**src/rtl/seq_mult_ctrl.sv**
```systemverilog
// seq_mult_ctrl: shift-and-add unsigned WxW multiplier reusing one 2W-bit ripple-carry adder over W cycles
module full_adder (
  input  logic i_x,
  input  logic i_y,
  input  logic i_c,
  output logic o_s,
  output logic o_c
);
  assign o_s = i_x ^ i_y ^ i_c;
  assign o_c = (i_x & i_y) | (i_c & (i_x ^ i_y));
endmodule

module seq_mult_ctrl #(
  parameter int W = 4
) (
  input  logic           clk,
  input  logic           rst_n,
  input  logic           i_start,
  input  logic [W-1:0]   i_a,
  input  logic [W-1:0]   i_b,
  output logic           o_busy,
  output logic           o_done,
  output logic [2*W-1:0] o_p
);
  localparam int CW = $clog2(W) + 1;
  typedef enum logic [1:0] {IDLE, CALC, DONE} state_t;
  state_t           r_state, w_next;
  logic [2*W-1:0]   r_mcand, r_acc, w_addend, w_sum;
  logic [W-1:0]     r_mplier;
  logic [CW-1:0]    r_cnt;
  logic [2*W-1:0]   w_carry;
  logic             w_accept, w_last;
  assign w_accept = (r_state == IDLE) && i_start;
  assign w_last   = (r_state == CALC) && (r_cnt == CW'(W - 1));
  assign w_addend = r_mplier[0] ? r_mcand : '0;
  assign w_carry[0] = 1'b0;
  // Shared adder; the top stage drops its carry since the product never exceeds 2W bits.
  for (genvar i = 0; i < 2*W; i++) begin : g_fa
    if (i < 2*W - 1) begin : g_full
      full_adder u_fa (
        .i_x(r_acc[i]),
        .i_y(w_addend[i]),
        .i_c(w_carry[i]),
        .o_s(w_sum[i]),
        .o_c(w_carry[i+1])
      );
    end else begin : g_msb
      assign w_sum[i] = r_acc[i] ^ w_addend[i] ^ w_carry[i];
    end
  end
  // State register.
  always_ff @(posedge clk or negedge rst_n) begin
    if (!rst_n) r_state <= IDLE;
    else        r_state <= w_next;
  end
  // Next-state: fixed W-step CALC, single DONE cycle, start honoured only in IDLE.
  always_comb begin
    w_next = r_state;
    w_next = w_accept ? CALC :
             w_last ? DONE :
             (r_state == DONE) ? IDLE : r_state;
  end
  // Datapath: capture operands, accumulate one partial product per CALC edge, publish result.
  always_ff @(posedge clk or negedge rst_n) begin
    if (!rst_n) begin
      r_mcand  <= '0;
      r_mplier <= '0;
      r_acc    <= '0;
      r_cnt    <= '0;
      o_p      <= '0;
      o_done   <= 1'b0;
      o_busy   <= 1'b0;
    end else begin
      if (w_accept) begin
        r_mcand  <= {{W{1'b0}}, i_a};
        r_mplier <= i_b;
        r_acc    <= '0;
        r_cnt    <= '0;
        o_busy   <= 1'b1;
      end
      if (r_state == CALC) begin
        r_acc    <= w_sum;
        r_mcand  <= r_mcand << 1;
        r_mplier <= r_mplier >> 1;
        r_cnt    <= r_cnt + 1'b1;
        if (w_last) begin
          o_p    <= w_sum;
          o_done <= 1'b1;
        end
      end
      if (r_state == DONE) begin
        o_done <= 1'b0;
        o_busy <= 1'b0;
      end
    end
  end
endmodule

```
**config.mk**
```make
export PLATFORM = sky130hd
export DESIGN_NAME = seq_mult_ctrl
export DESIGN_NICKNAME = d
export VERILOG_FILES = /design/src/rtl/seq_mult_ctrl.sv
export SDC_FILE = /design/constraint.sdc
export NUM_CORES = 1
export LEC_CHECK = 0
export BUFFER_PORTS_ARGS = -buffer_cell sky130_fd_sc_hd__buf_4
export CAP_MARGIN = 20
export CORE_ASPECT_RATIO = 0.75
export CORE_MARGIN = 10
export CORE_UTILIZATION = 60
export CTS_CLUSTER_DIAMETER = 200
export DETAILED_ROUTE_END_ITERATION = 10
export PLACE_DENSITY = 0.92
export SYNTH_ARGS = -nofsm -noshare
export SYNTH_HDL_FRONTEND = slang
export SYNTH_SLANG_ARGS = --single-unit
```
**constraint.sdc**
```tcl
create_clock -name clk -period 8.7 [get_ports clk]
set_input_delay 0.87 -clock clk [delete_from_list [all_inputs] [get_ports clk]]
set_output_delay 0.87 -clock clk [all_outputs]
set_load 0.1 [all_outputs]
```
==> run metrics, run 1 <==
max-cap violations 0; leakage dissipation 0.000947 µW; drt wl/cell 15.1 µm; HP Class reg -> reg; mux share of post-synthesis cell area 10.3%; H-tree level count 2; post-synthesis simple-gate area fraction 13.2%; Cells after Synth 160; worst rel slew slack 48.7%; Final Hold Viols 0; endpoints failing setup 0; post-synthesis compound-gate area fraction 7.41%; pwr dens 152 mW/mm²; startpoint types flop; post-route DRC violation count 0; CTS resizes 0; count of cell types in the netlist 23; worst hold slack 0.491 ns; die area 0.00536 mm²; P&R area growth vs syn 15.6%; Post-CTS Setup Bufs 0; post-detail-place hpwl 2410 µm; Setup Crit Path Kind reg -> reg; Site Rows 16; Worst-Skew Late Latency 0.29 ns; adder-cell share of the synthesized area 11.6%; CTS tree built; initial antenna violation count 0; Port Buf Inserts 20; clk buf depth 2; CTS clk-pin slew, worst paths 0.07 ns; First-pass DRT Iterations 4; main combinational cell family by area after synthesis simple AND/OR/NAND/NOR gates; sequential share of the synthesized area 51.9%; Data required, critical path 8.87 ns; status completed; worst reg-to-reg setup slack 5.29 ns; period utilisation layout 39.2%; Initial Util 63.9%; drt via density 5.33; largest net degree at the start of global routing 42; Die W 81.2 µm; clk root buf clkbuf_8; Arr. time, crit path 3.58 ns; Die Ht 65.9 µm; gr usage total 14.0%; share of cells above drive strength 1 18.8%; starting DRC count in detailed routing 37; drt total wl 3280 µm; final core utilization 73.8%; final worst path period need 3.41 ns; synthesized area 0.00169 mm²; #FFs+latches synth 35; worst IR drop on VDD 0.109 mV; CTS Hold Bufs 0; measured slew at the worst slew-check pin 0.768 ns; syn_nets 183; Ys Warns 0; CP Capture Type flop; core area 0.00264 mm²; IO Pins 21; fin. max-slew vios 0; Placer Congestion 0.794; # nets final 203; vias in the first global route 1247; CTS Sinks 35; GR Overflow Total 0; Routed Antenna Nets 0; first-pass GRT wire length 5710 µm; total CTS buffers 5; fmax 0.293 GHz; RSZ-0062 raised after global routing no; TNS Setup 0 ns; ant diodes 0; Mean Syn Cell Area 10.5 µm²; Vias 1157; Max Clock Skew 0.00415 ns; Synth Area in XOR/XNOR 1.04%; CP max FO 9; layout filler cell count 201
## cell usage after synthesis
cell	n	area, µm²
buf_4	1	7.51
o21ai_0	18	90.1
a22o_1	1	8.76
a21oi_1	4	20.0
clkbuf_1	2	7.51
buf_2	5	25.0
fa_1	6	120
and2_1	5	31.3
mux2_4	2	30.0
nand2_1	42	158
xor2_1	1	8.76
xnor2_1	1	8.76
nor2b_1	1	6.26
nand2b_1	1	6.26
ha_1	6	75.1
a31oi_1	1	6.26
dfrtp_1	35	876
mux2_2	3	33.8
nand3b_1	1	7.51
nand2_2	1	6.26
inv_1	10	37.5
mux2i_1	11	110
nor2_1	2	7.51
## registers in the layout, summed over array words and instances (netlist names)
signal / flops
o_busy: 1
o_done: 1
r_acc: 8
o_p: 8
r_mcand: 8
r_mplier: 4
r_cnt: 3
r_state: 2
## layout make-up
type	instances	area (µm²)	share of cell area, %
sequential	35	876	44.9
multi-input combinational	107	734	37.7
timing repair buffer	21	158	8.08
clock buffer	8	100	5.13
tap	36	45.0	2.31
inverter	10	37.5	1.92
## final timing paths
check / depth (start not counted) / startpoint / to
setup / recovery: 15 / r_mplier[0] / o_p[7]
hold / removal: 2 / o_p[2] / o_p[2]
setup reg to reg: 15 / r_mplier[0] / o_p[7]
hold reg to reg: 2 / o_p[2] / o_p[2]
max in group asynchronous: 1 / rst_n / r_mcand[6]
min in group asynchronous: 1 / rst_n / r_acc[1]
## layout by cell type, fill, tap and decap left out, drive strengths merged
cell type,Yosys,layout
mux2,5,5
a21oi,4,4
nand2,43,43
and2,5,5
nor2,2,2
a31oi,1,1
xor2,1,1
a22o,1,1
nand3b,1,1
mux2i,11,11
dfrtp,35,35
inv,10,10
buf,6,21
ha,6,6
nand2b,1,1
nor2b,1,1
o21ai,18,18
fa,6,6
clkbuf,2,8
xnor2,1,1
## power breakdown
group          leakage, µW  internal, µW  switching, µW  total [µW]
Combinational     0.000495          2.90           3.75        6.65
Clock            0.0000515          72.2           55.5         128
Sequential        0.000400           163              0         163
Total             0.000947           238           59.2         297
## through the flow
stage	instance area, µm²	total power, µW	setup slack (ns)	instances
2_1_floorplan	1690	166	5.53	160
3_3_place_gp	1850	172	5.47	209
3_5_place_dp	1850	173	5.30	209
4_1_cts	1950	299	5.28	217
5_1_grt	1950	307	5.13	217
6_report	1950	297	5.29	217
## per-layer routing
metal | wire (µm) | vias to the layer above | track usage (%)
li1 | - | 551 | -
met1 | 1420 | 567 | 15.7
met3 | 202 | 9 | 5.03
met4 | 78 | 0 | 7.11
met5 | 0 | - | 0
met2 | 1580 | 30 | 22.9
## cells by family after synthesis
kind of cell | count (synthesis)
fa+ha+maj | 12
simple gates | 53
xor+xnor | 2
compound gates | 24
flops | 35
mux | 16
buf+inv | 18
## worst max-delay path: stages, from the launching register on
cell     delay, ns
dfrtp_1       0.45
and2_1        0.17
ha_1          0.17
inv_1         0.07
fa_1          0.19
fa_1          0.16
inv_1         0.05
fa_1          0.38
inv_1         0.08
fa_1          0.17
inv_1         0.05
fa_1          0.37
fa_1          0.38
xor2_1        0.18
xnor2_1       0.15
mux2_2        0.28
(Power assumes the default switching activity.)
==> run 2: changes to the inputs <==
Settings changed: CORE_UTILIZATION 60 to 51, PLACE_DENSITY 0.92 to 0.84.
Clock period 8.7 ns to 2.95 ns, I/O delays scaled along.
==> run metrics, run 2 (synthesis gave the netlist of run 1 again) <==
CP Capture Type flop; Final Hold Viols 0; part of the power in combinational logic 2.4%; max-cap violations 0; period utilisation layout 107%; First-pass DRT Iterations 4; worst hold slack 0.244 ns; Initial Util 55.1%; Die Ht 69.8 µm; fmax 0.317 GHz; endpoints failing setup 3; IO Pins 21; internal power 672 µW; post-route DRC violation count 0; pwr dens 425 mW/mm²; drt wl/cell 14.1 µm; # nets final 207; biggest regs o_p (8), r_acc (8), r_mcand (8); Sequential Area 876 µm²; worst slack at placement -0.182 ns; total CTS buffers 5; failing checks setup timing; status finished with violations; Die W 86.4 µm; Routed Antenna Nets 0; CP max FO 2; ant diodes 0; share of power burned in registers 56.7%; clk buf depth 2; Pwr Total 847 µW; Setup Crit Path Kind reg -> reg; startpoint types flop; drt total wl 3130 µm; initial antenna violation count 0; Data required, critical path 3.12 ns; CTS Sinks 35; starting DRC count in detailed routing 44; CTS tree built; HP Class in -> reg; gr usage total 11.3%; vias in the first global route 1146; share of cells above drive strength 1 26.1%; drt via density 5.11; multi-input logic area 752 µm²; leakage dissipation 0.000955 µW; die area 0.00603 mm²; measured slew at the worst slew-check pin 0.784 ns; layout filler cell count 249; commonest non-fill, non-tap cell in the layout nand2_1; Placer Congestion 0.765; TNS Setup -0.465 ns; GR Overflow Total 0; worst rel slew slack 47.6%; Port Buf Inserts 20; H-tree level count 2; Worst-Skew Late Latency 0.29 ns; P_sw 175 µW; Max Clock Skew 0.00616 ns; P&R area growth vs syn 17.9%; CTS clk-pin slew, worst paths 0.07 ns; worst IR drop on VDD 0.250 mV; post-detail-place hpwl 2220 µm; clk root buf clkbuf_8; largest net degree at the start of global routing 42; Arr. time, crit path 3.33 ns; Net Sw Frac 20.6%; Final Worst Setup Slack -0.201 ns; most frequent cells in the layout 42 x nand2_1, 35 x dfrtp_1, 24 x buf_4; core area 0.00306 mm²; power share of the clock group 41.0%; Site Rows 17; Vias 1134; fin. max-slew vios 0; final worst path period need 3.15 ns; RSZ-0062 raised after global routing yes; first-pass GRT wire length 5410 µm
[run 2: cell count changes in the layout (fill, tap and decap cells not counted), moves of 3 or more]
| cell | change |
|---|---|
| buf_4 | +3 |
| fa_1 | -6 |
| fa_2 | +6 |
| inv_1 | -4 |
| inv_2 | +4 |
[run 2: final cells by class]
class | count | area share, %
Inverter | 10 | 1.89
Sequential cell | 35 | 44.0
Clock inverter | 1 | 0.251
Timing Repair Buffer | 25 | 9.55
Multi-Input combinational cell | 107 | 37.8
Clock buffer | 6 | 4.15
Tap cell | 38 | 2.39
[run 2: stage by stage]
| step | area (µm²) | utilization, % | std cells |
|---|---|---|---|
| floorplan | 1710 | - | 160 |
| global placement | 1890 | 61.6 | 213 |
| detailed placement | 1890 | 61.6 | 213 |
| CTS | 1990 | 65.0 | 222 |
| global route | 1990 | 65.0 | 222 |
| finish | 1990 | 65.0 | 222 |
[run 2: timing repair]
| action | 4_1_cts | 5_1_grt |
|---|---|---|
| resized for setup | 0 | 1 |
| hold buffers | 1 | 0 |
| setup endpoints to repair | 3 | 4 |
| pin swaps | 1 | 1 |
| hold endpoints to repair | 35 | 0 |
| setup buffers | 1 | 0 |
[run 2: worst max-delay path, stage by stage (launching register included)]
cell	delay, ns
dfrtp_1	0.38
and2_1	0.16
ha_2	0.17
inv_2	0.05
fa_2	0.19
fa_2	0.20
inv_2	0.04
fa_2	0.32
inv_2	0.06
fa_2	0.18
inv_2	0.04
fa_2	0.33
fa_2	0.34
xor2_1	0.17
xnor2_1	0.15
mux2_2	0.26
[run 2: path summary, 6_finish.rpt]
kind | from | to | slack (ns) | cells past startpoint
worst max-delay path | r_mcand[0] | o_p[7] | -0.20 | 15
worst min-delay path | i_b[3] | r_mplier[3] | 0.24 | 3
worst max register to register | r_mcand[0] | o_p[7] | -0.20 | 15
worst min register to register | o_p[2] | o_p[2] | 0.48 | 2
max in group asynchronous | rst_n | r_mplier[1] | 2.16 | 2
min in group asynchronous | rst_n | o_p[1] | 0.49 | 2
[run 2: layer usage]
layer,global-route usage [%],up-vias,part of all wire [%]
li1,-,559,-
met1,13.9,538,47
met2,15.8,30,43
met3,5.39,7,7.7
met4,5.88,0,2.2
met5,0,-,0
[run 2: power by group through the flow]
stage	Clock [µW]	Combinational (µW)	Sequential [µW]
6_report	347	19.9	480
5_1_grt	376	22.9	479
4_1_cts	357	20.7	480
3_5_place_dp	0	19.5	489
3_3_place_gp	0	19.1	489
2_1_floorplan	0	0.264	489
